--- config.mk ---
export PLATFORM = sky130hd
export DESIGN_NAME = forth_uart
export DESIGN_NICKNAME = d
export VERILOG_FILES = /design/src/rtl/forth_io_pkg.sv /design/src/rtl/uart_rx_fifo.sv /design/src/rtl/forth_uart.sv
export SDC_FILE = /design/constraint.sdc
export NUM_CORES = 1
export LEC_CHECK = 0
export BUFFER_PORTS_ARGS = -buffer_cell sky130_fd_sc_hd__buf_2
export CORE_UTILIZATION = 30
export CTS_CLUSTER_DIAMETER = 100
export CTS_CLUSTER_SIZE = 28
export DETAILED_ROUTE_END_ITERATION = 12
export PLACE_DENSITY = 0.47
export SLEW_MARGIN = 25
export SYNTH_ARGS = -nofsm -noshare
export SYNTH_HDL_FRONTEND = slang
export SYNTH_SLANG_ARGS = --single-unit
--- constraint.sdc ---
create_clock -name clk -period 5.1 [get_ports clk]
set_clock_uncertainty 0.2 [all_clocks]
set_input_delay 0.51 -clock clk [delete_from_list [all_inputs] [get_ports clk]]
set_output_delay 0.51 -clock clk [all_outputs]
set_load 0.1 [all_outputs]
--- src/rtl/forth_io_pkg.sv ---
// Shared definitions for the forth core I/O peripherals: register offsets,
// STATUS bit positions and the UART bit-level FSM state encoding.
package forth_io_pkg;

    typedef enum logic [2:0] {
        REG_TXDATA = 3'd0,
        REG_RXDATA = 3'd1,
        REG_STATUS = 3'd2,
        REG_DIV    = 3'd3,
        REG_CTRL   = 3'd4
    } reg_off_t;

    localparam int BIT_TX_BUSY   = 0;
    localparam int BIT_TX_HOLD   = 1;
    localparam int BIT_RX_VALID  = 2;
    localparam int BIT_RX_OVERRUN = 3;
    localparam int BIT_FRAME_ERR = 4;
    localparam int BIT_TX_DROP   = 5;

    typedef enum logic [1:0] {
        ST_IDLE  = 2'd0,
        ST_START = 2'd1,
        ST_DATA  = 2'd2,
        ST_STOP  = 2'd3
    } uart_state_t;

endpackage

--- src/rtl/uart_rx_fifo.sv ---
// Synchronous FIFO for received bytes. A push while full is dropped unless a
// pop happens in the same cycle; a pop while empty is ignored.
module uart_rx_fifo #(
    parameter int DEPTH = 4,
    parameter int W     = 8
) (
    input  logic         clk,
    input  logic         reset,
    input  logic         push,
    input  logic         pop,
    input  logic [W-1:0] din,
    output logic [W-1:0] head,
    output logic         full,
    output logic         empty
);
    localparam int AW = $clog2(DEPTH);

    logic [W-1:0]  mem [DEPTH];
    logic [AW-1:0] wr_ptr;
    logic [AW-1:0] rd_ptr;
    logic [AW:0]   count;
    logic          do_push;
    logic          do_pop;

    assign full    = (count == (AW+1)'(DEPTH));
    assign empty   = (count == '0);
    assign do_pop  = pop && !empty;
    assign do_push = push && (!full || pop);
    assign head    = mem[rd_ptr];

    always_ff @(posedge clk) begin
        if (do_push)
            mem[wr_ptr] <= din;
    end

    always_ff @(posedge clk or posedge reset) begin
        if (reset) begin
            wr_ptr <= '0;
            rd_ptr <= '0;
            count  <= '0;
        end else begin
            if (do_push)
                wr_ptr <= wr_ptr + AW'(1);
            if (do_pop)
                rd_ptr <= rd_ptr + AW'(1);
            case ({do_push, do_pop})
                2'b10:   count <= count + (AW+1)'(1);
                2'b01:   count <= count - (AW+1)'(1);
                default: count <= count;
            endcase
        end
    end

endmodule

--- src/rtl/forth_uart.sv ---
// Memory-mapped UART for the forth core data bus. Optional loopback (CTRL bit0)
// is built only when UART_LOOPBACK_EN is defined.
//   state    | meaning
//   ST_IDLE  | line idle, waiting for a byte (TX) or a falling edge (RX)
//   ST_START | start bit in progress
//   ST_DATA  | 8 data bits, LSB first
//   ST_STOP  | stop bit
module forth_uart
    import forth_io_pkg::*;
#(
    parameter logic [7:0]  BASE        = 8'hF0,
    parameter int          RX_DEPTH    = 4,
    parameter logic [15:0] DEFAULT_DIV = 16'd434
) (
    input  logic        clk,
    input  logic        reset,
    input  logic [7:0]  daddr,
    input  logic [15:0] ddata_write,
    input  logic        dwrite,
    output logic [15:0] ddata_read,
    input  logic        rx,
    output logic        tx,
    output logic        irq
);
    logic [7:0]  off;
    logic        hit;
    logic        wr_tx, wr_rx, wr_st, wr_div;
    logic [15:0] div_q;
    logic        rx_overrun, frame_err, tx_drop;

    assign off    = daddr - BASE;
    assign hit    = (off < 8'd5);
    assign wr_tx  = dwrite && hit && (off[2:0] == REG_TXDATA);
    assign wr_rx  = dwrite && hit && (off[2:0] == REG_RXDATA);
    assign wr_st  = dwrite && hit && (off[2:0] == REG_STATUS);
    assign wr_div = dwrite && hit && (off[2:0] == REG_DIV);

`ifdef UART_LOOPBACK_EN
    logic loopback;
    always_ff @(posedge clk or posedge reset) begin
        if (reset)
            loopback <= 1'b0;
        else if (dwrite && hit && (off[2:0] == REG_CTRL))
            loopback <= ddata_write[0];
    end
`endif

    // ---------------- TX ----------------
    uart_state_t tx_state;
    logic [7:0]  hold_q, tx_sh;
    logic        hold_full, tx_int, start_tx;
    logic [15:0] tx_cnt, tx_div;
    logic [2:0]  tx_bit;

    // The holding register feeds the shifter straight out of a finished stop bit.
    assign start_tx = hold_full &&
                      (tx_state == ST_IDLE || (tx_state == ST_STOP && tx_cnt == '0));

    always_ff @(posedge clk or posedge reset) begin
        if (reset) begin
            tx_state  <= ST_IDLE;
            hold_q    <= '0;
            hold_full <= 1'b0;
            tx_sh     <= '0;
            tx_cnt    <= '0;
            tx_div    <= DEFAULT_DIV;
            tx_bit    <= '0;
            tx_int    <= 1'b1;
        end else begin
            if (wr_tx && !hold_full) begin
                hold_q    <= ddata_write[7:0];
                hold_full <= 1'b1;
            end
            if (start_tx) begin
                tx_sh     <= hold_q;
                hold_full <= 1'b0;
                tx_div    <= div_q;
                tx_cnt    <= div_q - 16'd1;
                tx_int    <= 1'b0;
                tx_state  <= ST_START;
            end else if (tx_state != ST_IDLE && tx_cnt != '0) begin
                tx_cnt <= tx_cnt - 16'd1;
            end else begin
                case (tx_state)
                    ST_START: begin
                        tx_int   <= tx_sh[0];
                        tx_sh    <= tx_sh >> 1;
                        tx_bit   <= '0;
                        tx_cnt   <= tx_div - 16'd1;
                        tx_state <= ST_DATA;
                    end
                    ST_DATA: begin
                        tx_cnt <= tx_div - 16'd1;
                        if (tx_bit == 3'd7) begin
                            tx_int   <= 1'b1;
                            tx_state <= ST_STOP;
                        end else begin
                            tx_int <= tx_sh[0];
                            tx_sh  <= tx_sh >> 1;
                            tx_bit <= tx_bit + 3'd1;
                        end
                    end
                    ST_STOP: tx_state <= ST_IDLE;
                    default: tx_state <= ST_IDLE;
                endcase
            end
        end
    end

    // ---------------- RX ----------------
    uart_state_t rx_state;
    logic        rx_in, rx_meta, rx_sync, rx_prev;
    logic [15:0] rx_cnt, rx_div;
    logic [2:0]  rx_bit;
    logic [7:0]  rx_sh, fifo_head;
    logic        rx_stop_smp, rx_push, frame_ev, overrun_ev, fifo_full, fifo_empty;

`ifdef UART_LOOPBACK_EN
    assign rx_in = loopback ? tx_int : rx;
    assign tx    = tx_int | loopback;
`else
    assign rx_in = rx;
    assign tx    = tx_int;
`endif

    assign rx_stop_smp = (rx_state == ST_STOP) && (rx_cnt == '0);
    assign rx_push     = rx_stop_smp && rx_sync;
    assign frame_ev    = rx_stop_smp && !rx_sync;
    assign overrun_ev  = rx_push && fifo_full && !wr_rx;

    always_ff @(posedge clk or posedge reset) begin
        if (reset) begin
            rx_meta  <= 1'b1;
            rx_sync  <= 1'b1;
            rx_prev  <= 1'b1;
            rx_state <= ST_IDLE;
            rx_cnt   <= '0;
            rx_div   <= DEFAULT_DIV;
            rx_bit   <= '0;
            rx_sh    <= '0;
        end else begin
            rx_meta <= rx_in;
            rx_sync <= rx_meta;
            rx_prev <= rx_sync;
            if (rx_state == ST_IDLE) begin
                if (rx_prev && !rx_sync) begin
                    rx_div   <= div_q;
                    rx_cnt   <= (div_q >> 1) - 16'd1;
                    rx_state <= ST_START;
                end
            end else if (rx_cnt != '0) begin
                rx_cnt <= rx_cnt - 16'd1;
            end else begin
                rx_cnt <= rx_div - 16'd1;
                case (rx_state)
                    ST_START: begin
                        rx_bit   <= '0;
                        rx_state <= rx_sync ? ST_IDLE : ST_DATA;
                    end
                    ST_DATA: begin
                        rx_sh  <= {rx_sync, rx_sh[7:1]};
                        rx_bit <= rx_bit + 3'd1;
                        if (rx_bit == 3'd7)
                            rx_state <= ST_STOP;
                    end
                    default: rx_state <= ST_IDLE;
                endcase
            end
        end
    end

    uart_rx_fifo #(.DEPTH(RX_DEPTH), .W(8)) u_fifo (
        .clk   (clk),
        .reset (reset),
        .push  (rx_push),
        .pop   (wr_rx),
        .din   (rx_sh),
        .head  (fifo_head),
        .full  (fifo_full),
        .empty (fifo_empty)
    );

    // ---------------- registers ----------------
    always_ff @(posedge clk or posedge reset) begin
        if (reset) begin
            div_q      <= DEFAULT_DIV;
            rx_overrun <= 1'b0;
            frame_err  <= 1'b0;
            tx_drop    <= 1'b0;
        end else begin
            if (wr_div)
                div_q <= (ddata_write < 16'd2) ? 16'd2 : ddata_write;
            rx_overrun <= overrun_ev | (rx_overrun & ~(wr_st & ddata_write[BIT_RX_OVERRUN]));
            frame_err  <= frame_ev | (frame_err & ~(wr_st & ddata_write[BIT_FRAME_ERR]));
            tx_drop    <= (wr_tx & hold_full) | (tx_drop & ~(wr_st & ddata_write[BIT_TX_DROP]));
        end
    end

    logic [15:0] status;
    always_comb begin
        status                 = '0;
        status[BIT_TX_BUSY]    = (tx_state != ST_IDLE) || hold_full;
        status[BIT_TX_HOLD]    = hold_full;
        status[BIT_RX_VALID]   = !fifo_empty;
        status[BIT_RX_OVERRUN] = rx_overrun;
        status[BIT_FRAME_ERR]  = frame_err;
        status[BIT_TX_DROP]    = tx_drop;
    end

    always_comb begin
        ddata_read = '0;
        if (hit) begin
            case (off[2:0])
                REG_RXDATA: ddata_read = fifo_empty ? 16'h0 : {8'h0, fifo_head};
                REG_STATUS: ddata_read = status;
                REG_DIV:    ddata_read = div_q;
`ifdef UART_LOOPBACK_EN
                REG_CTRL:   ddata_read = {15'h0, loopback};
`endif
                default:    ddata_read = '0;
            endcase
        end
    end

    assign irq = !fifo_empty || rx_overrun || frame_err || tx_drop;

endmodule
==> impl_metrics.yaml <==
sta:
  total_negative_setup_slack_ns: 0
  rsz_0062_raised_after_global_routing: "no"
  final_hold_viol_count: 7
  finalWorstPathRequiredPeriod_ns: 3.81
  whs_ns: -0.0121
  slew-limit-headroom_pct: 39.3
  fmax_mhz: 262
  timing_max_transition_violations_final: 0
  worst_pin_slew_ns: 0.910
  layout_worst_path_cycle_share_pct: 74.8
  finalSetupViolCount: 0
clock_tree:
  cts.root.buffer_cell: "sky130_fd_sc_hd__clkbuf_16"
  numCtsBuffers: 17
  clock_path_buffers: 2
  cts_tree: "yes"
  post_cts_resized: 0
  maximum_level_of_the_cts_h_tree: 4
  cts_num_sinks: 161
  clk_pin_slew_worst_paths_ns: 0.08
  insertion_delay_of_the_later_clocked_pin_in_the_worst_skew_pair_ns: 0.43
floorplanning:
  floorplan.io_pins: 46
  start_util_pct: 30.5
  area_of_the_die_sq_um: 29800
  core_box_area_sq_um: 28700
  fp.dieW_microns: 173
  die_height_microns: 173
  number_of_cell_rows: 62
synthesis:
  synthesized_area_fraction_occupied_by_ao_oa_aoi_and_oai_cells_pct: 13.2
  library_cell_with_the_largest_summed_area_after_synthesis: "sky130_fd_sc_hd__dfrtp_1"
  synth.distinct_cells: 79
  post_synth_and_or_nand_nor_area_fraction_pct: 15.8
  post_synth.cell_area_avg_sq_um: 10.7
  synth_nets: 864
  synth.area.top_cells: "sky130_fd_sc_hd__dfrtp_1, sky130_fd_sc_hd__edfxtp_1, sky130_fd_sc_hd__mux2_2"
  synthesis.instances: 816
  mappedNetlistArea_sq_um: 8740
  synth.yosys.seq_area_share_pct: 48.2
  yosysWarningCount: 0
  number_of_enable_type_register_cells_in_the_synthesized_netlist: 32
  synth_flop_cell: "sky130_fd_sc_hd__dfrtp_1"
  most_repeated_cell_in_the_gate_level_netlist_after_synthesis: "sky130_fd_sc_hd__dfrtp_1"
  synth_top_cell_area_share_pct: 31.5
  post_synth_most_frequent_cells: "sky130_fd_sc_hd__dfrtp_1, sky130_fd_sc_hd__nor2_1, sky130_fd_sc_hd__mux2_2"
  post_synth_mux_area_share_pct: 14.1
  synth_top_family_by_area: "simple AND/OR/NAND/NOR gates"
  ys_async_sr_fraction_pct: 80.1
  synth_adder_area_share_pct: 2.95
  synth-xor-area-share_pct: 2.40
  postSynthRegisterBits: 161
routing:
  met1_length_mm: 11.0
  route.detailed.wl_per_inst_microns: 17.9
  number_of_vias_per_cell: 5.10
  top_layer: "met4"
  wl_met3_microns: 569
  drt_pass1_iterations: 5
  number_of_design_rule_violations_left_after_detail_routing: 0
  routed-via-count: 6324
  drtAntennaViolNets: 0
  drt-initial-drc-count: 395
  postRouteWirelength_mm: 22.2
  routed-wl-met2_mm: 10.4
grt:
  grt_pass1_wl_mm: 35.7
  grt-ovfl-total: 0
  antenna_found_initial: 1
  grt.total_usage_pct: 15.3
  grt_start_max_net_pins: 97
  grt_pass1_vias: 6212
setup_path:
  setup.worst_path.end_class: "flip-flop"
  timing.critical_path.to: "tx_cnt[12]"
  worst-r2r-setup-slack_ns: 1.29
  path_class: "reg -> reg"
  crit_fanout: 41
  critical_path.reg2reg.endpoint: "tx_cnt[12]"
  worstSetupStartpoint: "tx_state[1]"
  wp_data_required_ns: 5.17
  cp.arrival_ns: 3.89
  regToRegStartpoint: "tx_state[1]"
  length_in_cells_of_the_worst_reg_to_reg_path: 12
  start_kind: "flip-flop"
power_and_ir_drop:
  powerDensity_nw_per_um2: 465
  static-leakage-power_uw: 0.00412
  vdd_ir_drop_max_mv: 0.206
final_layout:
  areaGrowthSynthToFinish_pct: 13.5
  post_route_cells_drive_above_1_share_pct: 24.1
  final_util_pct: 34.6
  fin_nets: 890
run_status:
  failed_checks: "hold timing"
  status: "finished, violations left"
place:
  place.port_buffers: 45
  place_congestion: 0.813
  post-dp-hpwl_mm: 15.6
run:
  maxCapViolCount: 0
hold_path:
  timing.hold.worst.class: "in -> async"
## layout make-up
cell class,instances,area [sq um]
Sequential cell,161,4210
Clock inverter,15,206
Timing Repair Buffer,52,280
Fill cell,2964,18800
Tap cell,384,480
Antenna cell,1,2.50
Multi-Input combinational cell,591,4240
Inverter,19,78.8
Clock buffer,17,425
## sequential cells by signal (all words and copies together) (netlist names), 2 cells and up
signal         flops
div_q             16
hold_q             8
rx_bit             3
rx_cnt            16
rx_div            16
rx_sh              8
rx_state           2
tx_bit             3
tx_cnt            16
tx_div            16
tx_sh              8
tx_state           2
u_fifo.count       3
u_fifo.mem        32
u_fifo.rd_ptr      2
u_fifo.wr_ptr      2
## worst max-delay path: stages, from the launching register on
cell and delay (ns):
sky130_fd_sc_hd__dfrtp_1 0.40, sky130_fd_sc_hd__inv_1 0.11, sky130_fd_sc_hd__ha_1 0.63, sky130_fd_sc_hd__a21o_4 0.43, sky130_fd_sc_hd__o211ai_1 0.15, sky130_fd_sc_hd__o21ai_0 0.14
sky130_fd_sc_hd__ha_1 0.26, sky130_fd_sc_hd__o21a_1 0.20, sky130_fd_sc_hd__o21ai_0 0.25, sky130_fd_sc_hd__a211o_4 0.40, sky130_fd_sc_hd__o31a_1 0.30, sky130_fd_sc_hd__a21oi_1 0.13
sky130_fd_sc_hd__a21oi_1 0.06
## placed cells by master (no fill, tap or decap), drive strengths merged, types with 8 or more instances in the layout
| master | count |
|---|---|
| a21oi | 56 |
| a22o | 9 |
| a31oi | 13 |
| and2 | 18 |
| buf | 51 |
| clkbuf | 17 |
| clkinv | 10 |
| dfrtp | 110 |
| dfstp | 19 |
| edfxtp | 32 |
| ha | 19 |
| inv | 24 |
| mux2 | 66 |
| mux2i | 31 |
| mux4 | 8 |
| nand2 | 61 |
| nand3 | 13 |
| nor2 | 81 |
| nor3 | 32 |
| nor4 | 17 |
| o21ai | 35 |
| xnor2 | 13 |
| xor2 | 11 |
## layer usage
| metal | vias up | track usage, % |
|---|---|---|
| li1 | 3044 | - |
| met1 | 3153 | 21.7 |
| met2 | 110 | 24.5 |
| met3 | 17 | 2.40 |
| met4 | 0 | 3.95 |
| met5 | - | 0 |
## cell families (layout without fill, tap and decap cells)
group | Yosys count | count (layout)
compound gates | 173 | 173
fa+ha+maj | 20 | 20
simple gates | 269 | 269
other cells | 0 | 1
xor+xnor | 24 | 24
buf+inv | 64 | 103
flops | 161 | 161
mux | 105 | 105
## how the worst min path moves through the flow
stage | depth (start not counted) | end | startpoint | slack, ns
after floorplan | 0 | rx_sync | rx_meta | 0.15
after global placement | 0 | rx_sync | rx_meta | 0.15
after detailed placement | 0 | rx_sync | rx_meta | 0.15
after CTS | 2 | rx_cnt[15] | reset | 0.10
after global routing | 2 | rx_cnt[15] | reset | 0.05
final | 2 | rx_bit[0] | reset | -0.01
## power breakdown
part           internal (uW)  leakage (uW)  switching [uW]
sequential              1530       0.00193             238
combinational            618       0.00188             884
clock                    677      0.000303             663
total                   2830       0.00412            1790
## through the flow
stage / worst slack [ns] / instance area, sq um / std cells / total power (uW)
floorplan: 0.980 / 8740 / 816 / 2950
global placement: 1.40 / 9280 / 1206 / 3290
detailed placement: 1.33 / 9280 / 1206 / 3300
CTS: 1.30 / 9920 / 1239 / 4660
global route: 0.989 / 9930 / 1240 / 4920
finish: 1.29 / 9930 / 1240 / 4610
## repair_timing
item,in CTS,in global routing
hold buffers,1,0
endpoints found under the hold margin,1,0
buffers inserted,0,0
No activity file was read; power rests on OpenSTA's default activity.
